## config.mk

```make
export PLATFORM = sky130hd
export DESIGN_NAME = quad_decoder_flat
export DESIGN_NICKNAME = d
export VERILOG_FILES = /design/src/rtl/quad_pkg.sv /design/src/rtl/quad_decoder_if.sv /design/src/rtl/quad_decoder.sv /design/src/flat_wrapper.sv
export SDC_FILE = /design/constraint.sdc
export NUM_CORES = 1
export LEC_CHECK = 0
export CAP_MARGIN = 25
export CORE_ASPECT_RATIO = 1.5
export CORE_MARGIN = 2
export CORE_UTILIZATION = 53
export DETAILED_ROUTE_END_ITERATION = 10
export GPL_TIMING_DRIVEN = 0
export PLACE_DENSITY_LB_ADDON = 0.1
export SLEW_MARGIN = 20
export SYNTH_ARGS = -nofsm -noshare
export SYNTH_HDL_FRONTEND = slang
export SYNTH_SLANG_ARGS = --single-unit
```

## constraint.sdc

```tcl
create_clock -name clk -period 9.6 [get_ports clk]
set_input_delay 1.92 -clock clk [delete_from_list [all_inputs] [get_ports clk]]
set_output_delay 1.92 -clock clk [all_outputs]
set_load 0.02 [all_outputs]
```

## src/rtl/quad_pkg.sv

```systemverilog
// Shared definitions for the quadrature decoder.
// Contents:
//   state_t    - decoder FSM states (INIT, RUN)
//   step_t     - per-cycle decode result (HOLD, INC, DEC, ERR)
//   INC_*      - the four {ab_q, ab_now} codes that count up (A leads B)
//   quad_step  - classifies one {previous, current} AB pair
package quad_pkg;

    typedef enum logic {
        INIT,
        RUN
    } state_t;

    typedef enum logic [1:0] {
        HOLD,
        INC,
        DEC,
        ERR
    } step_t;

    // Transition codes are {ab_q, ab_now} with ab = {A, B}.
    localparam logic [3:0] INC_00_10 = 4'b0010;
    localparam logic [3:0] INC_10_11 = 4'b1011;
    localparam logic [3:0] INC_11_01 = 4'b1101;
    localparam logic [3:0] INC_01_00 = 4'b0100;

    function automatic step_t quad_step(input logic [1:0] ab_q, input logic [1:0] ab_now);
        logic [3:0] code;
        code = {ab_q, ab_now};
        if (ab_q == ab_now) begin
            return HOLD;
        end else if ((ab_q ^ ab_now) == 2'b11) begin
            // Both channels moved in one sample: direction is unknowable.
            return ERR;
        end else if (code == INC_00_10 || code == INC_10_11 ||
                     code == INC_11_01 || code == INC_01_00) begin
            return INC;
        end else begin
            // Every remaining single-bit change is the reverse of an increment.
            return DEC;
        end
    endfunction

endpackage

```

## src/rtl/quad_decoder_if.sv

```systemverilog
// Signal bundle between the debounced encoder inputs / host controls and
// the quadrature decoder.
//   master : drives QUAD_A, QUAD_B, QUAD_Z, index_enable, error_clear;
//            observes position, index_position, index_latched, quad_error
//   slave  : the decoder side (mirror of master)
interface quad_decoder_if #(
    parameter int WIDTH = 32
);
    logic             QUAD_A;
    logic             QUAD_B;
    logic             QUAD_Z;
    logic             index_enable;
    logic             error_clear;
    logic [WIDTH-1:0] position;
    logic [WIDTH-1:0] index_position;
    logic             index_latched;
    logic             quad_error;

    modport master (
        output QUAD_A, QUAD_B, QUAD_Z, index_enable, error_clear,
        input  position, index_position, index_latched, quad_error
    );

    modport slave (
        input  QUAD_A, QUAD_B, QUAD_Z, index_enable, error_clear,
        output position, index_position, index_latched, quad_error
    );
endinterface

```

## src/rtl/quad_decoder.sv

```systemverilog
// Quadrature decoder: turns debounced, clk-synchronous A/B levels into a
// wrapping two's-complement position (4 counts per electrical cycle) and a
// sticky illegal-transition flag.
// Ports:
//   clk    - system clock
//   rst_n  - asynchronous assert, active-low reset
//   bus    - quad_decoder_if.slave (A/B/Z inputs, index_enable, error_clear,
//            position, index_position, index_latched, quad_error)
// Build option:
//   QUAD_INDEX_EN - when defined, a Z rising edge while armed captures the
//   position into index_position, zeroes position and sets index_latched.
//   When undefined, QUAD_Z/index_enable are ignored and the index outputs
//   stay 0.
module quad_decoder
    import quad_pkg::*;
#(
    parameter int WIDTH = 32
) (
    input logic           clk,
    input logic           rst_n,
    quad_decoder_if.slave bus
);

    state_t           state_reg, state_next;
    logic [1:0]       ab_reg, ab_next;
    logic             z_reg, z_next;
    logic [WIDTH-1:0] pos_reg, pos_next;
    logic [WIDTH-1:0] idx_pos_reg, idx_pos_next;
    logic             lat_reg, lat_next;
    logic             err_reg, err_next;
    logic [1:0]       ab_now;
    step_t            step;

    always_ff @(posedge clk or negedge rst_n) begin
        if (!rst_n) begin
            state_reg   <= INIT;
            ab_reg      <= 2'b00;
            z_reg       <= 1'b0;
            pos_reg     <= '0;
            idx_pos_reg <= '0;
            lat_reg     <= 1'b0;
            err_reg     <= 1'b0;
        end else begin
            state_reg   <= state_next;
            ab_reg      <= ab_next;
            z_reg       <= z_next;
            pos_reg     <= pos_next;
            idx_pos_reg <= idx_pos_next;
            lat_reg     <= lat_next;
            err_reg     <= err_next;
        end
    end

    always_comb begin
        ab_now       = {bus.QUAD_A, bus.QUAD_B};
        state_next   = state_reg;
        ab_next      = ab_reg;
        z_next       = z_reg;
        pos_next     = pos_reg;
        idx_pos_next = idx_pos_reg;
        lat_next     = lat_reg;
        err_next     = err_reg;
        step         = HOLD;

        // Clear first so that a same-cycle illegal transition below wins.
        if (bus.error_clear) begin
            err_next = 1'b0;
        end

        case (state_reg)
            INIT: begin
                // Take the live levels as the reference without counting, so
                // nonzero inputs at reset release never produce a count.
                ab_next    = ab_now;
                z_next     = bus.QUAD_Z;
                state_next = RUN;
            end
            RUN: begin
                ab_next = ab_now;
                z_next  = bus.QUAD_Z;
                step    = quad_step(ab_reg, ab_now);
                case (step)
                    INC:     pos_next = pos_reg + WIDTH'(1);
                    DEC:     pos_next = pos_reg - WIDTH'(1);
                    ERR:     err_next = 1'b1;
                    default: ;
                endcase
`ifdef QUAD_INDEX_EN
                // Capture includes this cycle's delta; the new origin discards it.
                if (!z_reg && bus.QUAD_Z && bus.index_enable && !lat_reg) begin
                    idx_pos_next = pos_next;
                    pos_next     = '0;
                    lat_next     = 1'b1;
                end
`endif
            end
            default: state_next = INIT;
        endcase

`ifdef QUAD_INDEX_EN
        // Dropping the arm request releases the latch and permits a re-arm.
        if (!bus.index_enable) begin
            lat_next = 1'b0;
        end
`endif
    end

`ifndef QUAD_INDEX_EN
    logic unused_index;
    assign unused_index = &{1'b0, z_reg, bus.index_enable};
`endif

    assign bus.position       = pos_reg;
    assign bus.index_position = idx_pos_reg;
    assign bus.index_latched  = lat_reg;
    assign bus.quad_error     = err_reg;

endmodule
```

## src/flat_wrapper.sv

```systemverilog
// flat-port wrapper written by rule: the top's interface ports become plain ports
module quad_decoder_flat import quad_pkg::*;
#(
    parameter int WIDTH = 32
)
  (clk, rst_n, bus_QUAD_A, bus_QUAD_B, bus_QUAD_Z, bus_index_enable, bus_error_clear, bus_position, bus_index_position, bus_index_latched, bus_quad_error);
  quad_decoder_if #(.WIDTH(WIDTH)) bus_i ();
  input logic clk;
  input logic rst_n;
  input wire logic [$bits(bus_i.QUAD_A)-1:0] bus_QUAD_A;
  input wire logic [$bits(bus_i.QUAD_B)-1:0] bus_QUAD_B;
  input wire logic [$bits(bus_i.QUAD_Z)-1:0] bus_QUAD_Z;
  input wire logic [$bits(bus_i.index_enable)-1:0] bus_index_enable;
  input wire logic [$bits(bus_i.error_clear)-1:0] bus_error_clear;
  output wire logic [$bits(bus_i.position)-1:0] bus_position;
  output wire logic [$bits(bus_i.index_position)-1:0] bus_index_position;
  output wire logic [$bits(bus_i.index_latched)-1:0] bus_index_latched;
  output wire logic [$bits(bus_i.quad_error)-1:0] bus_quad_error;
  assign bus_i.QUAD_A = bus_QUAD_A;
  assign bus_i.QUAD_B = bus_QUAD_B;
  assign bus_i.QUAD_Z = bus_QUAD_Z;
  assign bus_i.index_enable = bus_index_enable;
  assign bus_i.error_clear = bus_error_clear;
  assign bus_position = bus_i.position;
  assign bus_index_position = bus_i.index_position;
  assign bus_index_latched = bus_i.index_latched;
  assign bus_quad_error = bus_i.quad_error;
  quad_decoder #(.WIDTH(WIDTH)) u_core (.clk(clk), .rst_n(rst_n), .bus(bus_i));
endmodule
```

Word level (Yosys, flattened, before mapping) --
Cells that the tools add are included.
Cells by class: reductions and logical operators 5, add/subtract/negate cells 2, eq/ne operators 9, bitwise logic cells 1, muxes and demuxes 8
Operator list (number):
- $pmux 32 s2 | 1
- $add 32x1->32 const B | 1
- $sub 32x1->32 const B | 1
- $eq 4x4->1 const B | 2
- $mux 2 | 4
- $eq 2x2->1 const B | 3
- $eq 4x2->1 const B | 1
- $eq 4x3->1 const B | 1
- $logic_or 1x1->1 | 3
- $mux 1 | 3
- $eq 2x1->1 const B | 1
- $eq 2x2->1 | 1
- $reduce_and 2->1 | 1
- $reduce_bool 2->1 | 1
- $xor 2x2->2 | 1
Storage, ports and cells: register bits after elaboration 36, logic and storage cells 29, input port bits 7

Depth between registers and ports, before layout --
depth in word-level cells 11, mapped depth 15

Least setup slack after synthesis --
Ideal clock, no wire load.
path kind input-to-reg, start point in bus_QUAD_A, end point reg u_core.pos_reg[30] (netlist: u_core.bus.position[30]), setup slack 4.663 ns, stages on the path 14, path buffers 2, setup time 0.080 ns, arrival 4.857 ns, cell sequence xor2_1 inv_1 ha_1 or2_2 a21o_1 clkbuf_1 clkbuf_1 xnor2_1 ha_1 or3_1 or3b_2 a2bb2oi_1 mux2i_1 xor2_1
On the way: word-level cells in the longest chain between the ends 11, elaborated cells between the ends (all ways) 19
RTL lines:
- from (decl) | line flat_wrapper.sv:10 | input wire logic [$bits(bus_i.QUAD_A)-1:0] bus_QUAD_A;
- $eq 4x2->1 / $eq 4x4->1 (equally long branches) | line quad_pkg.sv:35 | end else if (code == INC_00_10 || code == INC_10_11 ||
- $logic_or 1x1->1 (2 in series) | line quad_pkg.sv:35
- $logic_or 1x1->1 | line quad_pkg.sv:36 | code == INC_11_01 || code == INC_01_00) begin
- $mux 2 | line quad_pkg.sv:35
- $mux 2 | line quad_pkg.sv:32 | end else if ((ab_q ^ ab_now) == 2'b11) begin
- $mux 2 * | line quad_pkg.sv:30 | if (ab_q == ab_now) begin
- $mux 2 * | line quad_decoder.sv:70 | case (state_reg)
- $eq 2x1->1 / $eq 2x2->1 (equally long branches) | line quad_decoder.sv:82 | case (step)
- $reduce_bool 2->1 (no line)
- $reduce_and 2->1 (no line)
- to (signal assigned) | line quad_decoder.sv:47 | pos_reg <= pos_next;
- to (decl) | line quad_decoder.sv:27 | logic [WIDTH-1:0] pos_reg, pos_next;
Mark *: on every way between the ends. The rest lies on a longest branch, timed or not. The select of a mux whose other input is x is not followed. A chain may end at the register's enable or synchronous reset.

Worst setup path after layout --
start point in bus_QUAD_A, end point reg u_core.pos_reg[24] (netlist: u_core.bus.position[24])
Same word-level chain as after synthesis.

==> impl_metrics.ini <==
[status]
status = finished clean

[power_and_ir_drop]
power.leakage_nw = 1.53
power_density_mw_per_mm2 = 240
switching_share = 0.457
vdd.ir_drop.worst_v = 0.000156
power_frac_comb = 0.540
p_clk_frac = 0.138
p_switching_w = 0.000380
p_seq_frac = 0.321
power.internal_w = 0.000451

[logic_synthesis]
ys_seq_elements = 36
ys_warn_count = 0
synth-main-ff-cell = dfrtp_1
ys_types = 50
synth.most_common_cell = dfrtp_1
synthTopCellsByArea = dfrtp_1 33%, buf_4 9.0%, xor2_1 6.6%
netlist_instances = 321
synth_edf_count = 0
async_flop_share = 1.00
synth_top_area_frac = 0.326
ys_top_cells_by_count = 36 x dfrtp_1, 33 x buf_4, 25 x nor2_1, 23 x nand2_1, 21 x xor2_1
synth.yosys.seq_area_share = 0.326
synth_area_leader_cell = dfrtp_1
syn_area_per_cell_um2 = 8.62
syn-cell-area_mm2 = 0.00277

[cells_and_area]
nNetsFinal = 409
syn2layout_area_growth_pct = 24.9
fin_cells = 467
largest_reg_flops = 32
fillerInstances = 429
fin_area_mm2 = 0.00345
layout-drive-gt1-share = 0.153
diodes = 0

[setup_path]
crit_path_end_kind = flop
reg2reg_slack_ps = 5430
cp.required_ps = 9820
cp.arrival_ps = 6180
r2r_cells = 14
crit_type = primary input to flop
crit_fanout = 10
timing.rr.end = u_core.bus.position[24]
worstSetupStartpointType = primary input
r2r_start = u_core.ab_reg[1]

[die]
rows = 32
pin_count = 73
initial_core_util = 0.544
core_mm2 = 0.00508
die_height_um = 92.5
die_w_um = 63.0
die_area_mm2 = 0.00583

[route]
via_count = 2594
drcViolationCount = 0
routed_wl_mm = 7.47
drtPass1Iterations = 4
antenna_left = 0
wl_per_cell_um = 16.0
via_per_inst = 5.55
drtIter0Drc = 139

[timing]
rsz0062_at_grt = false
slew_violations = 0
setup_viol = 0
fin_crit_sh = 0.621
maxSlewHeadroom = 0.454
clock_skew_ps = 4.89
fin_crit_ps = 5960
setup_ws_ps = 3640
hold_viol = 0
fin_setup_tns_ps = 0
timing.fmax_mhz = 168
worst_pin_slew_ps = 819

[clocking]
cts.sinks = 36
clockRootBuffer = clkbuf_8
cts_tree = done
post-cts-setup-buffers = 0
cts_made_buffers = 5
cts_max_level = 2
cts_resized = 0
postCtsHoldBufs = 0
clk_latency_ps = 290
cts.path.max_buffers = 2
clk_pin_slew_ps = 80

[global_route]
grt_pass1_wl_mm = 12.0
grt_remaining_overflow = 0
track_usage = 0.258
antenna_found_initial = 0
grt_start_max_net_pins = 22
grt_pass1_vias = 2483

[placed_design]
io_buffers = 37
place_area_mm2 = 0.00336
dp_cells = 459
dp_slack_ps = 3430
routabilityCongestion = 0.953
hpwl_mm = 5.77

[worst_hold_path]
whs_endpoint = u_core.bus.position[31]
hold_start = u_core.bus.position[31]
worstHoldPathType = flop to flop
hold_depth = 1

[run]
drv_cap = 0
==> metrics by stage <==
step	power, W	utilization	hold slack (ps)
detailed placement	0.000714	0.662	463
global route	0.000876	0.679	489
global placement	0.000709	0.657	457
CTS	0.000832	0.679	477
finish	0.000830	0.679	473
floorplan	0.000543	-	461
==> layout by cell type (no fill, tap or decap), types with 10 or more instances in the layout <==
cell type         n
nand4_1          18
nand3_1          12
conb_1           34
nand2_1          23
dfrtp_1          36
clkbuf_1         15
a21oi_1          10
buf_4            33
clkdlybuf4s50_1  36
xor2_1           21
nor4_1           12
nor2_1           25
xnor2_1          15
nor3_1           13
==> power by group through the flow <==
| stage | clock network, W | registers [W] | logic (W) |
|---|---|---|---|
| finish | 0.000115 | 0.000267 | 0.000449 |
| detailed placement | 0 | 0.000269 | 0.000445 |
| CTS | 0.000117 | 0.000267 | 0.000448 |
| global placement | 0 | 0.000268 | 0.000441 |
| floorplan | 0 | 0.000314 | 0.000229 |
| global route | 0.000120 | 0.000276 | 0.000480 |
==> area by class of cell <==
| class | count | area [um^2] | share of cell area |
|---|---|---|---|
| Multi-Input combinational cell | 262 | 1630 | 0.472 |
| Sequential cell | 36 | 901 | 0.261 |
| Timing Repair Buffer | 38 | 393 | 0.114 |
| Buffer | 50 | 335 | 0.0971 |
| Clock buffer | 8 | 90.1 | 0.0261 |
| Tap cell | 68 | 85.1 | 0.0246 |
| Inverter | 5 | 18.8 | 0.00543 |
==> logic make-up (layout without fill, tap and decap cells) <==
group	Yosys count	after routing	synth area share
adder cells (fa/ha/maj)	4	4	0.0181
other	2	34	0.00271
AO/OA/AOI/OAI	37	37	0.0886
multiplexers	9	9	0.0326
buffers and inverters	55	101	0.128
AND/OR/NAND/NOR	142	142	0.290
flip-flops	36	36	0.326
XOR/XNOR	36	36	0.114
==> worst max path at each step <==
stage,start,endpoint,slack (ps)
floorplan,bus_QUAD_A,u_core.bus.position[30],4660
global placement,bus_QUAD_A,u_core.bus.position[24],3500
detailed placement,bus_QUAD_A,u_core.bus.position[24],3430
CTS,bus_QUAD_A,u_core.bus.position[24],3710
global route,bus_QUAD_A,u_core.bus.position[24],3430
finish,bus_QUAD_A,u_core.bus.position[24],3640
==> layer usage <==
metal,part of all wire,GRT usage
met5,0,0
met4,0.026,0.124
met3,0.046,0.0304
met2,0.54,0.479
met1,0.39,0.286
==> critical path, stage by stage <==
cell and delay (ps):
clkdlybuf4s50_1 540, xor2_1 260, inv_1 80, ha_1 190
or2_2 350, a21o_1 220, clkbuf_1 250, clkbuf_1 350
xnor2_1 240, ha_1 350, nand4_1 170, nor4_1 590
nand2_1 200, o31ai_1 300, xor2_1 170
Note: power is estimated with default switching activity, not from simulation.
==> RTL edit 1: new RTL, same flow settings <==
Make the reset (`rst_n`) synchronous in one clocked block. Comments in the files are not updated.
--- a/src/rtl/quad_decoder.sv
+++ b/src/rtl/quad_decoder.sv
@@ -31,7 +31,7 @@
     logic [1:0]       ab_now;
     step_t            step;
 
-    always_ff @(posedge clk or negedge rst_n) begin
+    always_ff @(posedge clk) begin
         if (!rst_n) begin
             state_reg   <= INIT;
             ab_reg      <= 2'b00;
Check against the original RTL: differs if rst_n is asserted again (counterexample within 4 cycles, from zero or initial values and one cycle with rst_n low); with rst_n held inactive, the same outputs for 10 cycles.
==> RTL edit 1 against the unedited design <==
Non-clock buffer count grew 5; area after synthesis rose by 8.7%; synthesized cell count up 22%; sequential cell count is the same; total power fell by 15%; sequential share of layout area fell by 6.5 points; fmax down 3.8%; die area up 8.3%; first-iteration DRC count is 14% lower; design area grew 6.4%; sequential power fell by 24%; setup slack worse by 240 ps; wire length grew 22%; core utilization is 1.0 points lower; critical endpoint is now u_core.bus.position[26]; largest power group unchanged.
==> RTL edit 1: results (changes against the unedited design) <==
stage;metric;value;unit;change
outcome;status;finished clean;;
synthesis;netlist_instances;391;;+22%
synthesis;synth_common_cells;dfxtp_1, nand2_1, buf_4;;
setup_path;r2r_end;u_core.bus.position[26];;
detailed_routing;vias;3096;;+19%
final_layout;final_layout_size_suffix_gt1_share;12.8;%;-2.5 points
setup_path;reg2reg_depth;16;;+2
placed_design;place_hpwl;7120;µm;+23%
global_routing;grt_use_met1;28.9;%;+0.29 points
setup_path;arrival;6390;ps;+210 ps
detailed_routing;wl;9140;µm;+22%
final_layout;nets;478;;+17%
timing;fin_worst_skew;7.32;ps;+2.44 ps
detailed_routing;routedWlPerCell;17.0;µm;+6.2%
global_routing;grtUsageMet3;5.38;%;+2.3 points
hold_path;min_from;u_core.state_reg;;
synthesis;synth_area_leaders;dfxtp_1, buf_4, and2_1, xnor2_1, nand2_1;;
synthesis;ys_types;61;;+22%
timing;worst_hold_slack;535;ps;+62.1 ps
global_routing;grt_usage;29.9;%;+4.2 points
synthesis;yosys_warnings;0;;unchanged
pwr;leakage;1.49;nW;-2.6%
timing;maxSlewHeadroom;31.7;%;-14 points
global_routing;grt_max_degree;11;;-50%
global_routing;grtUsageMet2;55.3;%;+7.4 points
setup_path;critPathMaxFanout;10;;unchanged
placed_design;pre_cts_slack;3200;ps;-227 ps
synthesis;ys_async_sr_fraction;0;%;-100 points
setup_path;reg2reg_from;u_core.ab_reg[1];;
hold_path;hold_depth;2;;+1
synthesis;synth-main-ff-cell;dfxtp_1;;
global_routing;grt_pass1_wl;14300;µm;+20%
hold_path;whs_endpoint;u_core.bus.quad_error;;
placed_design;globalplace.congestion;0.969;;+1.7%
synthesis;ys_seq_area_share;24.0;%;-8.6 points
placed_design;dp_cells;530;;+15%
setup_path;r2r_slack;5200;ps;-230 ps
detailed_routing;drt_iter0_drc;120;;-14%
## RTL edit 1: how the worst max path moves through the flow
| stage | cells past startpoint | endpoint | startpoint | slack, ps |
|---|---|---|---|---|
| floorplan | 16 | u_core.bus.position[20] | bus_QUAD_A | 4690 |
| global placement | 17 | u_core.bus.position[26] | bus_QUAD_A | 3340 |
| detailed placement | 17 | u_core.bus.position[26] | bus_QUAD_A | 3200 |
| CTS | 17 | u_core.bus.position[26] | bus_QUAD_A | 3500 |
| global route | 17 | u_core.bus.position[26] | bus_QUAD_A | 3200 |
| finish | 17 | u_core.bus.position[26] | bus_QUAD_A | 3400 |
## RTL edit 1: metal layers
layer,vias up,share of wire [%],routed length (µm)
met1,1440,37,3360
met5,-,0,0
met3,38,4.5,408
met4,0,6.2,562
met2,113,53,4810
li1,1505,-,-
## RTL edit 1: cell type report
cell class	instances	area [µm²]
well taps	70	87.6
repair buffers	37	370
clock buffers	8	90.1
multi-input cells	325	2030
flip-flops and latches	36	721
plain buffers	56	357
inverters	6	22.5
fillers	513	1820
## RTL edit 1: cells by family (layout without fill, tap and decap cells)
| family | Yosys count | after routing | share of synthesized area (%) |
|---|---|---|---|
| xor gates and xnor gates | 29 | 29 | 8.44 |
| muxes | 11 | 11 | 3.79 |
| DFF | 36 | 36 | 24.0 |
| and+or+nand+nor | 186 | 186 | 34.5 |
| buffers and inverters | 62 | 107 | 12.6 |
| other | 1 | 33 | 0.125 |
| AOI/OAI and AO/OA | 62 | 62 | 14.9 |
| adders and majority gates | 4 | 4 | 1.66 |
## RTL edit 1: worst max-delay path, delay by kind of cell
family / cells / cell delay, ps
buf+inv: 3 / 1420
simple gates: 6 / 1210
fa+ha+maj: 2 / 520
mux: 2 / 480
compound gates: 2 / 460
xor+xnor: 2 / 370
## RTL edit 1: report_power, final
group          switching (mW)  total, mW  leakage [nW]  internal [mW]
combinational           0.226      0.389          1.15          0.163
clock                  0.0566      0.115        0.0455         0.0586
sequential             0.0325      0.204         0.294          0.171
==> RTL edit 2: new RTL, same settings <==
Made on the original files. Build with the macro `QUAD_INDEX_EN` defined.
--- a/src/rtl/quad_decoder.sv
+++ b/src/rtl/quad_decoder.sv
@@ -11,6 +11,8 @@
 //   position into index_position, zeroes position and sets index_latched.
 //   When undefined, QUAD_Z/index_enable are ignored and the index outputs
 //   stay 0.
+`define QUAD_INDEX_EN
+
 module quad_decoder
     import quad_pkg::*;
 #(
Function: changed (a bounded check fails within 4 cycles, from zero or initial values and one cycle with rst_n low).
==> RTL edit 2 against the unedited design <==
Setup slack got worse by 600 ps; design area grew 71%; critical endpoint is now u_core.bus.position[26]; total power increased by 100%; wire length grew 130%; clock skew barely moved; sequential cell count rose by 34; sequential power grew 73%; area after synthesis increased by 70%.
==> RTL edit 2: results (changes against the unedited design) <==
stage;metric;value;unit;change
cts;cts_made_buffers;9;;+4
synthesis;synth_area_leaders;dfrtp_1, o21ai_0, nand2_1, xnor2_1, nor2_1;;
setup_path;slowest_stage;clkdlybuf4s50_1;;
placed_design;pre_cts_slack;2820;ps;-612 ps
pwr;leakage;2.35;nW;+53%
cts;cts_root_buf;clkbuf_16;;
synthesis;synth-main-ff-cell;dfrtp_1;;
cts;clk_latency;350;ps;+60 ps
hold_path;hold_depth;2;;+1
detailed_routing;routedWlPerCell;21.9;µm;+37%
timing;fin_crit_sh;68.4;%;+6.3 points
hold_path;min_from;u_core.bus.index_position[2];;
cts;clk_pin_slew;60;ps;-20 ps
final_layout;final_layout_size_suffix_gt1_share;6.76;%;-8.5 points
synthesis;ys_types;60;;+20%
hold_path;whs_endpoint;u_core.bus.index_position[2];;
timing;worstMarginPinSlew;1000;ps;+185 ps
timing;fin_worst_skew;5.21;ps;+0.321 ps
detailed_routing;dr.pass1.iters;5;;+1
placed_design;place_hpwl;12300;µm;+110%
setup_path;path_delay_family;buffers and inverters;;
placed_design;numPortBuffers;72;;+95%
placed_design;globalplace.congestion;0.958;;+0.45%
global_routing;grt_max_degree;43;;+95%
setup_path;r2r_end;u_core.bus.position[26];;
final_layout;nFillCells;726;;+69%
detailed_routing;viasPerCell;6.53;;+18%
detailed_routing;drt_iter0_drc;456;;+230%
synthesis;synth_common_cells;nand2_1, dfrtp_1, o21ai_0;;
final_layout;nets;673;;+65%
global_routing;grt_pass1_vias;5078;;+100%
setup_path;r2r_slack;4770;ps;-660 ps
synthesis;ys_seq_area_share;37.4;%;+4.8 points
setup_path;arrival;6830;ps;+650 ps
setup_path;reg2reg_depth;16;;+2
placed_design;place_area;5570;µm²;+65%
global_routing;grt_usage;36.2;%;+10 points
pwr;peakVddDrop;184;µV;+17%
global_routing;grt_pass1_wl;26000;µm;+120%
outcome;status;finished clean;;
-- RTL edit 2: cell count changes in the layout (fill, tap and decap cells not counted), moves of 9 or more --
cell / delta
buf_4: -31
clkbuf_1: +18
clkbuf_16: +9
clkdlybuf4s50_1: +35
conb_1: -33
dfrtp_1: +34
inv_1: +15
nand2_1: +53
nor2_1: +18
o21ai_0: +54
or3_1: +10
xor2_1: -10
-- RTL edit 2: layout make-up --
class	count	area (µm²)	area share, %
plain buffers	47	198	3.34
clock buffers	11	253	4.27
clock inverters	5	104	1.75
inverters	20	75.1	1.27
multi-input cells	440	2670	45.0
flip-flops and latches	70	1750	29.6
well taps	110	138	2.32
repair buffers	73	738	12.5
-- RTL edit 2: worst reg2reg max path: cells and delay by family, from the launching register on --
family | cells | cell delay (ps)
buffers and inverters | 3 | 1090
AOI/OAI and AO/OA | 4 | 750
DFF | 1 | 430
adders and majority gates | 2 | 540
and+or+nand+nor | 5 | 1450
xor gates and xnor gates | 2 | 480
-- RTL edit 2: through the flow --
stage | hold slack (ps) | std cells
after floorplan | 590 | 577
after global placement | 461 | 759
after detailed placement | 470 | 760
after CTS | 483 | 776
after global routing | 498 | 776
final | 478 | 776
-- RTL edit 2: per-layer routing --
metal  GRT usage, %  up-vias  wire length [µm]
li1               -     2272                 -
met1           41.6     2435              6310
met2           59.2      296              8470
met3           8.86       66              1300
met4           22.4        0               884
met5              0        -                 0
-- RTL edit 2: where the power goes --
part	switching (mW)	internal [mW]
registers	0.0775	0.384
clock network	0.136	0.268
logic	0.495	0.332
-- RTL edit 2: cell families after synthesis --
kind of cell    synth area share (%)
simple gates                    26.8
compound gates                  19.9
fa+ha+maj                       1.33
mux                             2.85
flops                           37.4
buf+inv                         5.82
xor+xnor                        5.79
other cells                   0.0800
-- RTL edit 2: how the worst max path moves through the flow --
stage	startpoint	endpoint	cells past startpoint
3_5_place_dp	bus_QUAD_A	u_core.bus.position[18]	17
2_1_floorplan	bus_QUAD_B	u_core.bus.position[26]	17
4_1_cts	bus_QUAD_A	u_core.bus.position[26]	17
6_report	bus_QUAD_A	u_core.bus.position[26]	17
5_1_grt	bus_QUAD_A	u_core.bus.position[18]	17
3_3_place_gp	bus_QUAD_A	u_core.bus.position[18]	17
